### src/rtl/cpld_ram_xbank.sv
// cpld_ram_xbank: CPC-style expansion RAM banking.
// An I/O write that the glitch filter accepts is captured into a shadow register.
// It is committed to the live configuration only after the I/O cycle has ended
// and no memory cycle is in progress. The live configuration maps CPU A15:A14
// onto the expansion RAM address lines.
module cpld_ram_xbank #(
  parameter int BANK_BITS = 3,
  parameter int FILTER    = 2
) (
  input  logic                 clk,
  input  logic                 reset,
  input  logic                 busreset_b,
  input  logic [7:0]           adr,
  input  logic                 iorq_b,
  input  logic                 mreq_b,
  input  logic                 wr_b,
  input  logic                 ramrd_b,
  input  logic [7:0]           data,
  output logic                 ramcs_b,
  output logic                 ramdis,
  output logic [BANK_BITS+1:0] ramadrhi,
  output logic                 ramoe_b,
  output logic                 ramwe_b,
  output logic [BANK_BITS+2:0] cfg_q,
  output logic                 pend
);

  typedef enum logic [1:0] {IDLE, FILT, WAIT_END, PEND} state_t;

  localparam logic [2:0] FILT_N = 3'(FILTER);

  state_t               r_state, w_next;
  logic [2:0]           r_cnt, w_cnt_nxt;
  logic [BANK_BITS+2:0] r_shadow, w_shadow_nxt;
  logic [BANK_BITS+2:0] r_cfg, w_cfg_nxt;
  logic                 w_term;
  logic [BANK_BITS-1:0] w_bank_cap;
  logic [BANK_BITS+2:0] w_cap;
  logic [2:0]           w_mode;
  logic [BANK_BITS-1:0] w_bank;
  logic [1:0]           w_a;
  logic                 w_hit;
  logic [1:0]           w_blk;
  logic                 w_unused;

  assign w_term = !adr[7] && !iorq_b && !wr_b && (data[7:6] == 2'b11);

  // The extension bank bits come from the high port byte. They are inverted,
  // so the traditional 0x7Fxx port selects extension 0.
  generate
    if (BANK_BITS == 3) begin : g_base
      assign w_bank_cap = data[5:3];
    end else begin : g_ext
      assign w_bank_cap = {~adr[BANK_BITS-4:0], data[5:3]};
    end
  endgenerate

  assign w_cap    = {w_bank_cap, data[2:0]};
  assign w_unused = &{1'b0, adr[6:0]};

  // Next-state logic: filter the decode, capture the shadow, wait for the I/O
  // cycle to end, then commit between memory cycles.
  always_comb begin
    w_next       = r_state;
    w_cnt_nxt    = r_cnt;
    w_shadow_nxt = r_shadow;
    w_cfg_nxt    = r_cfg;
    case (r_state)
      IDLE: begin
        if (w_term) begin
          w_cnt_nxt = 3'd1;
          if (FILT_N == 3'd1) begin
            w_shadow_nxt = w_cap;
            w_next       = WAIT_END;
          end else begin
            w_next = FILT;
          end
        end
      end
      FILT: begin
        if (!w_term) begin
          w_cnt_nxt = 3'd0;
          w_next    = IDLE;
        end else begin
          w_cnt_nxt = r_cnt + 3'd1;
          if (r_cnt + 3'd1 == FILT_N) begin
            w_shadow_nxt = w_cap;
            w_next       = WAIT_END;
          end
        end
      end
      WAIT_END: if (iorq_b) w_next = PEND;
      PEND: begin
        if (mreq_b) begin
          w_cfg_nxt = r_shadow;
          w_next    = IDLE;
        end
      end
      default: w_next = IDLE;
    endcase
    // A bus reset wins over everything and drops any capture in flight.
    if (!busreset_b) begin
      w_next       = IDLE;
      w_cnt_nxt    = 3'd0;
      w_shadow_nxt = '0;
      w_cfg_nxt    = '0;
    end
  end

  // State registers.
  always_ff @(posedge clk or posedge reset) begin
    if (reset) begin
      r_state  <= IDLE;
      r_cnt    <= 3'd0;
      r_shadow <= '0;
      r_cfg    <= '0;
    end else begin
      r_state  <= w_next;
      r_cnt    <= w_cnt_nxt;
      r_shadow <= w_shadow_nxt;
      r_cfg    <= w_cfg_nxt;
    end
  end

  assign w_mode = r_cfg[2:0];
  assign w_bank = r_cfg[BANK_BITS+2:3];
  assign w_a    = adr[7:6];

  // Map the CPU 16K page onto an expansion block from the live mode.
  always_comb begin
    w_hit = 1'b0;
    w_blk = 2'd0;
    case (w_mode)
      3'b000: w_hit = 1'b0;
      3'b001, 3'b011: begin
        w_hit = (w_a == 2'b11);
        w_blk = 2'd3;
      end
      3'b010: begin
        w_hit = 1'b1;
        w_blk = w_a;
      end
      default: begin
        w_hit = (w_a == 2'b01);
        w_blk = w_mode[1:0];
      end
    endcase
  end

  assign ramcs_b  = !w_hit;
  assign ramdis   = w_hit;
  assign ramadrhi = w_hit ? {w_bank, w_blk} : '0;
  assign ramoe_b  = ramrd_b;
  assign ramwe_b  = wr_b | mreq_b;
  assign cfg_q    = r_cfg;
  assign pend     = (r_state == WAIT_END) || (r_state == PEND);

endmodule

### config.mk
export PLATFORM = sky130hd
export DESIGN_NAME = cpld_ram_xbank
export DESIGN_NICKNAME = d
export VERILOG_FILES = /design/src/rtl/cpld_ram_xbank.sv
export SDC_FILE = /design/constraint.sdc
export NUM_CORES = 1
export LEC_CHECK = 0
export CORE_UTILIZATION = 44
export CTS_BUF_LIST = sky130_fd_sc_hd__clkbuf_8
export CTS_CLUSTER_DIAMETER = 30
export DETAILED_ROUTE_END_ITERATION = 10
export GPL_TIMING_DRIVEN = 0
export PLACE_DENSITY = 0.85
export SLEW_MARGIN = 20
export SYNTH_ARGS = -nofsm -noshare
export SYNTH_HDL_FRONTEND = slang
export SYNTH_SLANG_ARGS = --single-unit
### constraint.sdc
create_clock -name clk -period 2 [get_ports clk]
set_input_delay 0.3 -clock clk [delete_from_list [all_inputs] [get_ports clk]]
set_output_delay 0.3 -clock clk [all_outputs]
set_load 0.01 [all_outputs]
==> summary by stage <==
CTS
The latest clock arrival within the worst-skew pair is 0.25 ns. Clock tree synthesis found a total of 17 sinks. The clock transition time at the flip-flop clock pins of the worst setup and hold paths is 0.06 ns. The clock tree from TritonCTS is built. The number of buffers added by the clock tree synthesis step is 3. The maximum clock path buffer count is 2. The level count of the clock H-tree is 1. The count of hold buffers inserted by post-cts repair is 0.

The master cell of the clock root buffer is clkbuf_8.

Timing
The post-route clock period utilization is 0.934. The count of endpoints failing hold in the final timing report is 0. The worst pin sits at a relative slew slack of 0.582.

Setup violations remaining at the end of the flow were counted as 0. The number of pins with negative max-slew slack in the final report is 0. The smallest clock period supported by the final layout is computed as 1.87 ns. Setup repair after global routing left no endpoint under its margin. The transition time at the pin with the least slew margin is 0.627 ns. The highest attainable clock frequency is 535 MHz. The clock skew is 0.00124 ns. The final worst slack is 0.132 ns.

Min path
The type of the worst min-delay path is input port to asynchronous set/reset pin.

Job
The total of max-cap violations is 0.

Synthesis
For this run, the number of Yosys warnings is 0. By area the synthesized netlist is led by dfrtp_1 (45%), mux2i_1 (7.4%), nand2_1 (7.1%). The number of flops mapped to enable cells by yosys is 0. The library cell with the largest summed area after synthesis is dfrtp_1. In the synthesized netlist the dominant register cell turns out to be dfrtp_1. Of the post-synthesis cell area, the dominant cell type holds 0.447. In this run the cell area of the synthesized design comes to 951 µm².

The most frequently used cell type in the post-synthesis netlist is nand2_1. The net count after synthesis is 132. For this run, asynchronously set or reset flops after synthesis account for 1.00. For this run, the register share of the synthesized area comes to 0.447. In this run, distinct cell masters in the synthesized netlist total 31.

The count of mapped cells out of synthesis is 107. The number of synthesized register bits is 17. A synthesized cell averages 8.89 µm². Ranked by instance count, the synthesized netlist is headed by nand2_1 (18), dfrtp_1 (17), nand3_1 (11).

Setup path
The buffer and inverter count on the worst path is 2. The kind of capture point of the worst setup path is a primary output. The endpoint of the most critical register-to-register path is r_shadow[2]. The critical path starts at adr[6]. Of all nets on the critical path, the largest fanout is 5. The worst register-to-register path begins at r_cnt[0]. The critical path goes through clkdlybuf4s50_1 > nand3_1 > o21ai_2 > a21boi_4 > nor2_1 > dlygate4sd2_1. The most critical setup path has its endpoint at ramadrhi[4]. Counting buffers and inverters, the worst setup path is 6 cells deep. The data arrival time of the worst path is 1.57 ns. The required arrival time at the worst endpoint is 1.70 ns. STA classifies the critical path startpoint as an input port. The family of cells with the greatest summed delay on the critical path is buffers and inverters. The critical path is of the input port to primary output type.

For the worst flop-to-flop path, the logic depth is 6. The master of the slowest instance on the critical path is clkdlybuf4s50_1. The critical path's largest stage delay is 0.52 ns. The worst setup slack for register-to-register paths is 0.38 ns.

Cells and area
The fraction of final layout cells with drive strength greater than 1 is 0.0986. The antenna cell count is 0. The final layout contains 168 nets.

The signed area change from the synthesized netlist to the final layout is 41.8%. After routing the design area is 1350 µm². For this run, the share of the core covered by cells in the final layout is 0.674.

Counting the fill cells in the layout gives 163.

Drt
The average wire length per cell after detail routing is 12.8 µm. The detailed router placed 853 vias in this run. The total iterations of the first detailed-routing run is 4. For this block, the initial DRC count from the detailed router was 12. In this run the remaining antenna-violating nets after routing total 0.

Using the TritonRoute via totals, the vias-per-cell ratio works out to 5.05. The number of design rule violations left after detail routing is 0. The wire length reported by the detailed router is 2160 µm.

Power
Power comes to 663 µW. IR analysis of the VDD net gives a maximum drop of 0.357 mV. The analysis attributes to cell leakage a power of 0.000636 µW.

The power per cell area is 491 nW/µm².

Placed design
In this run the cell area measured after placement is 1290 µm². The setup slack after placement is -0.272 ns. The HPWL after detailed placement is 1560 µm.

The count of input and output buffers is 31. At the end of routability-driven placement, the weighted congestion stood at 0.797.

Floorplanning
Row generation in the floorplan step produced 16 rows. For this configuration, the core starts out at a cell density of 0.475. The width of the die is 48.5 µm. The area of the core is 2000 µm².

The die footprint is 2350 µm². The y dimension of the die is 48.5 µm. The number of top-level pins is 39.

GRT
For this run, the total global-route usage over all layers was measured as 0.208. The number of antenna violations at the first check in global routing was 0. The first global-routing pass estimated 3770 µm of wire. For this run the aggregate overflow at the end of global routing stands at 0. The via count of the first global-routing pass is 859. The maximum number of pins on one net before global-route repair is 18.

Outcome
The run finished with clean final reports.
[state kept, by name, summed over array words and instances (netlist names)]
name,flops
r_shadow,6
r_state,2
cfg_q,6
r_cnt,3
[area by class of cell]
cell class	instances	area, µm²	share of cell area
plain buffers	5	30.0	0.0223
multi-input cells	76	477	0.353
well taps	27	33.8	0.0250
inverters	9	33.8	0.0250
clock buffers	3	41.3	0.0306
clock inverters	1	3.75	0.00278
flip-flops and latches	17	425	0.315
repair buffers	31	304	0.225
[layer usage]
| layer | global-route usage | vias up | wire length [µm] |
|---|---|---|---|
| li1 | - | 431 | - |
| met1 | 0.236 | 387 | 945 |
| met2 | 0.383 | 29 | 1060 |
| met3 | 0.0409 | 6 | 103 |
| met4 | 0.0833 | 0 | 46 |
| met5 | 0 | - | 0 |
[how the worst min path moves through the flow]
stage                           start     endpoint  depth (start not counted)
after floorplan                 reset     cfg_q[0]                          1
after global placement    r_shadow[5]     cfg_q[5]                          2
after detailed placement  r_shadow[5]     cfg_q[5]                          2
after CTS                       reset  r_shadow[0]                          2
after global routing            reset  r_shadow[0]                          2
final                           reset  r_shadow[0]                          2
[metrics by stage]
stage	hold WS, ns	cells	setup TNS [ns]
CTS	0.459	169	0
detailed placement	0.503	165	-1.32
floorplan	0.226	107	0
finish	0.428	169	0
global route	0.500	169	0
global placement	0.495	165	-0.961
[cells in the final DEF (no fill, tap or decap), types with 5 or more instances in the layout]
master and instances:
nor2_1 7, dfrtp_1 17, mux2i_1 7, nand3_1 11, o21ai_1 5, inv_1 8
nand2_1 18, clkdlybuf4s50_1 23, dlygate4sd2_1 7
[what timing repair did]
action                     4_1_cts  5_1_grt
setup buffers                    0        0
gates resized for setup         10        1
setup endpoints to repair        7        1
gates cloned                     0        0
[kinds of logic after synthesis]
logic type	after synthesis	share of synthesized area
fa+ha+maj	2	0.0263
flops	17	0.447
mux	7	0.0737
simple gates	50	0.276
buf+inv	14	0.0671
compound gates	17	0.109
[report_power, final]
group	total, µW	switching [µW]	internal, µW	leakage (µW)
combinational	70.5	32.5	38.0	0.000372
sequential	346	1.45	345	0.000237
clock	246	110	136	0.0000269
Power figures use the tool's default switching activity.
==> variant 1, RTL diff (same flow settings) <==
Re-encode `state_t` (4 states) as one-hot, 4 bits wide.
--- a/src/rtl/cpld_ram_xbank.sv
+++ b/src/rtl/cpld_ram_xbank.sv
@@ -26,5 +26,5 @@
 );
 
-  typedef enum logic [1:0] {IDLE, FILT, WAIT_END, PEND} state_t;
+  typedef enum logic [3:0] {IDLE = 4'b0001, FILT = 4'b0010, WAIT_END = 4'b0100, PEND = 4'b1000} state_t;
 
   localparam logic [2:0] FILT_N = 3'(FILTER);
Check against the original RTL: no difference found for any inputs over 10 cycles, from zero or initial values and one cycle with reset high; not proved beyond that.
==> variant 1 against the original RTL <==
  * Sequential cell count rose by 2
  * Worst setup slack got worse by 0.089 ns
  * Sequential power rose by 12%
  * Final area rose by 13%
  * Sequential share of layout area fell by 0.074 points
  * Total power rose by 8.8%
  * Die area rose by 17%
  * Synthesized area rose by 18%
  * Routed wire length rose by 23%
  * Register-to-register slack got worse by 0.06 ns
  * Clock skew rose by 0.0056 ns
==> variant 1: results (changes against the original RTL) <==
| Metric | Value |
|---|---|
| Status | complete, no violations |
| CP max FO | 7 (+2) |
| Total CTS buffers | 3 (unchanged) |
| P_leak | 0.690 nW (+8.3%) |
| Clock latency on the worst-skew pair | 0.26 ns |
| First-pass iteration count of the detailed router | 4 (unchanged) |
| Worst VDD drop | 0.384 mV (+7.7%) |
| Worst clock skew | 0.00685 ns (+0.00560 ns) |
| Vias in the first global route | 964 (+12%) |
| Compound-Gate Fraction of Synth Area | 17.0% (+6.1 points) |
| Reg2reg end | r_shadow[3] |
| Layout cell share with drive strength beyond 1 | 12.0% (+2.2 points) |
| Clock Power Share | 36.7% (-0.4 points) |
| Flop+latch power | 0.386 mW (+12%) |
| Register area share after synthesis | 42.6% (-2.1 points) |
| Adder-cell share of the synthesized area | 2.24% (-0.39 points) |
| Final Net Count | 184 (+9.5%) |
| First-pass GRT wire length | 4.26 mm (+13%) |
| Net Sw Frac | 22.4% (+0.71 points) |
| Area contributors post-synth | dfrtp_1, mux2i_1, a21oi_1, nor2_1, nand3_1 |
| FFs w/ async S/R, synth | 100% (unchanged) |
| WL met2 | 1.35 mm (+27%) |
| Routed vias | 1069 (+25%) |
| WP data arrival | 1.66 ns (+0.09 ns) |
| Hold WS | 0.448 ns (+0.0195 ns) |
| Reg2reg setup slack | 0.32 ns (-0.06 ns) |
| WL met1 | 1.17 mm (+24%) |
| Slew margin rel. | 52.8% (-5.3 points) |
| Crit. Startpoint | cfg_q[0] |
| Yosys cell types | 37 (+19%) |
| Largest stage delay on the critical path | 0.53 ns |
| Multiplexer area fraction after synthesis | 5.37% (-2.0 points) |
| Synth cell count leaders | dfrtp_1, nor2_1, a21oi_1 |
| Total wire length | 2.65 mm (+23%) |
| First DRT Iteration DRCs | 19 (+7) |
| Syn Nets | 148 (+12%) |
| Initial antenna violation count | 0 (unchanged) |
| Total global-route track usage | 21.5% (+0.70 points) |
| Largest net degree at the start of global routing | 20 (+2) |
| Worst Setup EP | ramadrhi[0] |
| Post-Synth XOR/XNOR Area | 1.57% (+1.6 points) |
| Startpoint of the worst register-to-register path | r_cnt[0] |
| Post-DP HPWL | 1.97 mm (+27%) |
| GPL Wtd Cong | 0.821 (+2.9%) |
| DR WL met3 | 83 um (-19%) |
| Clk slew on worst S/H paths | 0.07 ns |
variant 1: changes by cell type after synthesis, moves of 3 or more:
| cell | change |
|---|---|
| o21ai_1 | -5 |
| inv_1 | -3 |
| o21ai_0 | +7 |
| nand2_1 | -14 |
| nor2_1 | +6 |
| nor2b_1 | +4 |
| a21oi_1 | +7 |
| nor3_1 | +5 |
| nor3b_1 | +3 |
variant 1: area by class of cell:
cell class / count / area (um2)
Tap cell: 28 / 35.0
Buffer: 6 / 32.5
Clock inverter: 1 / 3.75
Multi-Input combinational cell: 94 / 612
Timing Repair Buffer: 31 / 302
Sequential cell: 19 / 478
Fill cell: 202 / 778
Inverter: 4 / 15.0
Clock buffer: 3 / 41.3
variant 1: cell families (layout without fill, tap and decap cells):
group	Yosys count	count (layout)
XOR/XNOR	2	2
buffers and inverters	10	45
AO/OA/AOI/OAI	31	31
AND/OR/NAND/NOR	53	53
multiplexers	6	6
adder cells (fa/ha/maj)	2	2
flip-flops	19	19
variant 1: metal layers:
| metal | vias to the layer above | track usage [%] |
|---|---|---|
| met5 | - | 0 |
| met4 | 0 | 7.89 |
| met3 | 5 | 2.61 |
| met2 | 31 | 35.4 |
| met1 | 519 | 28.8 |
| li1 | 514 | - |
variant 1: timing repair:
action / in CTS / in global routing
pin swaps: 1 / 0
buffers inserted: 0 / 0
gates cloned: 0 / 0
gates resized for setup: 10 / 2
endpoints found under the setup margin: 7 / 1
endpoints found under the hold margin: 0 / 0
variant 1: stage by stage:
stage	area (um2)	TNS, ns	worst slack, ns	instances	power (mW)
floorplan	1120	0	0.579	123	0.419
global placement	1460	-1.36	-0.264	182	0.463
detailed placement	1460	-1.73	-0.306	182	0.465
CTS	1510	0	0.0117	186	0.721
global route	1520	-0.00983	-0.00983	186	0.757
finish	1520	0	0.0429	186	0.721
==> variant 2, RTL diff (same settings) <==
Made on the original files. Change the parameter `BANK_BITS` from 3 to 5.
--- a/src/rtl/cpld_ram_xbank.sv
+++ b/src/rtl/cpld_ram_xbank.sv
@@ -5,5 +5,5 @@
 // onto the expansion RAM address lines.
 module cpld_ram_xbank #(
-  parameter int BANK_BITS = 3,
+  parameter int BANK_BITS = 5,
   parameter int FILTER    = 2
 ) (
Ports: changed (resized cfg_q and ramadrhi); port bits go from 39 to 43. No check against the original RTL was run, so the function may have changed too.
==> variant 2 against the original RTL <==
  * Worst setup slack lost 0.080 ns
  * Register-to-register slack lost 0.10 ns
  * Final area grew 18%
  * Non-clock buffer count grew 14
  * Global-route usage shrank 1.0 points
  * Synthesized cell count grew 12%
  * Critical path depth is the same
  * Routed wire length grew 23%
  * Clock power grew 8.5%
  * Synthesized area grew 19%
  * Total power grew 16%
  * Highest routed layer unchanged
  * Combinational power grew 6.4%
  * Sequential cell count grew 4
==> variant 2: results (changes against the original RTL) <==
| Metric | Value |
|---|---|
| Final hold viol count | 0 (unchanged) |
| Total wire length | 2.65 mm (+23%) |
| Layout fillers | 200 (+23%) |
| P_leak | 0.761 nW (+20%) |
| First-pass iteration count of the detailed router | 4 (unchanged) |
| Htree depth | 1 (unchanged) |
| Root buffer cell | clkbuf_8 |
| Syn Nets | 145 (+9.8%) |
| CP max FO | 9 (+4) |
| CTS Sinks | 21 (+4) |
| Yosys cell types | 27 (-13%) |
| Antenna Cells | 0 (unchanged) |
| Worst VDD drop | 0.437 mV (+22%) |
| Initial antenna violation count | 0 (unchanged) |
| CTS Buffer Depth | 2 (unchanged) |
| Synth warn | 0 (unchanged) |
| Worst clock skew | 0.00259 ns (+0.00134 ns) |
| Synth cell count leaders | dfrtp_1, nand2_1, mux2i_1 |
| Final Net Count | 191 (+14%) |
| # port buffers | 37 (+19%) |
| Largest net degree at the start of global routing | 22 (+4) |
| Area contributors post-synth | dfrtp_1, mux2i_1, nand2_1, nor2b_1, nand2b_1 |
| GPL Wtd Cong | 0.825 (+3.5%) |
| Clock latency on the worst-skew pair | 0.25 ns (about the same) |
| Hold WC Path Type | input pin to async pin |
| FFs w/ async S/R, synth | 100% (unchanged) |
| Clk slew on worst S/H paths | 0.07 ns |
| Drc violations | 0 (unchanged) |
| Vias in the first global route | 885 (+3.0%) |
| Layout cell share with drive strength beyond 1 | 12.1% (+2.3 points) |
| Setup TNS | 0 ns (unchanged) |
| Ys flop type | dfrtp_1 |
| Routed vias | 1024 (+20%) |
| Total CTS buffers | 3 (unchanged) |
| Status | complete, no violations |
| Total global-route track usage | 19.8% (-1.0 points) |
| First-pass GRT wire length | 4.01 mm (+6.4%) |
| Register area share after synthesis | 46.5% (+1.7 points) |
| Post-DP HPWL | 1.81 mm (+16%) |
| First DRT Iteration DRCs | 29 (+17) |
| Worst-margin pin slew | 0.793 ns (+0.166 ns) |
-- variant 2: path summary, 6_finish.rpt --
check / from / slack (ns) / endpoint / depth (start not counted)
max in group asynchronous: reset / 0.96 / cfg_q[2] / 2
min: reset / 0.49 / r_state[0] / 2
min reg2reg: r_shadow[0] / 0.53 / cfg_q[0] / 2
min in group clk: r_shadow[0] / 0.53 / cfg_q[0] / 2
max reg2reg: r_cnt[0] / 0.28 / r_shadow[0] / 6
max: iorq_b / 0.05 / r_shadow[0] / 6
-- variant 2: timing repair --
| action | 4_1_cts | 5_1_grt |
|---|---|---|
| pin swaps | 1 | 0 |
| endpoints found under the setup margin | 10 | 5 |
| setup buffers | 2 | 2 |
| hold buffers | 0 | 0 |
| gates resized for setup | 11 | 10 |
-- variant 2: cell families (layout without fill, tap and decap cells) --
logic type / Yosys count / in the layout / synth area share [%]
AND/OR/NAND/NOR: 53 / 53 / 24.2
flip-flops: 21 / 21 / 46.5
multiplexers: 16 / 16 / 14.2
AO/OA/AOI/OAI: 14 / 14 / 7.74
buffers and inverters: 14 / 59 / 5.20
adder cells (fa/ha/maj): 2 / 2 / 2.21
-- variant 2: cell type report --
| type | instances | area share (%) |
|---|---|---|
| Multi-Input combinational cell | 85 | 34.4 |
| Tap cell | 30 | 2.35 |
| Clock inverter | 1 | 0.235 |
| Inverter | 5 | 1.18 |
| Buffer | 9 | 2.51 |
| Sequential cell | 21 | 33.1 |
| Clock buffer | 3 | 2.59 |
| Timing Repair Buffer | 41 | 23.6 |
-- variant 2: where the power goes --
group / internal, mW / leakage (nW) / total (mW) / switching (mW)
Clock: 0.136 / 0.0269 / 0.267 / 0.131
Combinational: 0.0413 / 0.444 / 0.0750 / 0.0337
Sequential: 0.425 / 0.290 / 0.425 / 0.000535
Total: 0.603 / 0.761 / 0.768 / 0.165
-- variant 2: layer usage --
metal	part of all wire, %	wire [um]	GRT usage [%]
met1	45	1190	27.0
met2	51	1340	32.9
met3	3.8	101	1.74
met4	0.45	12	6.58
met5	0	0	0
-- variant 2: through the flow --
step	std cells	utilization (%)	hold slack [ns]	setup WS (ns)	area, um2
after detailed placement	187	62.7	0.505	-0.270	1540
final	195	64.9	0.490	0.0517	1590
after global routing	195	64.9	0.542	0.0209	1590
after floorplan	120	-	0.277	0.366	1130
after CTS	193	64.8	0.515	0.00216	1590
after global placement	187	62.7	0.499	-0.212	1540
-- variant 2: critical path: stages --
cell and delay (ns):
clkdlybuf4s50_1 0.43, or4_1 0.50, buf_2 0.18, nor3_1 0.14
buf_2 0.31, mux2i_1 0.26
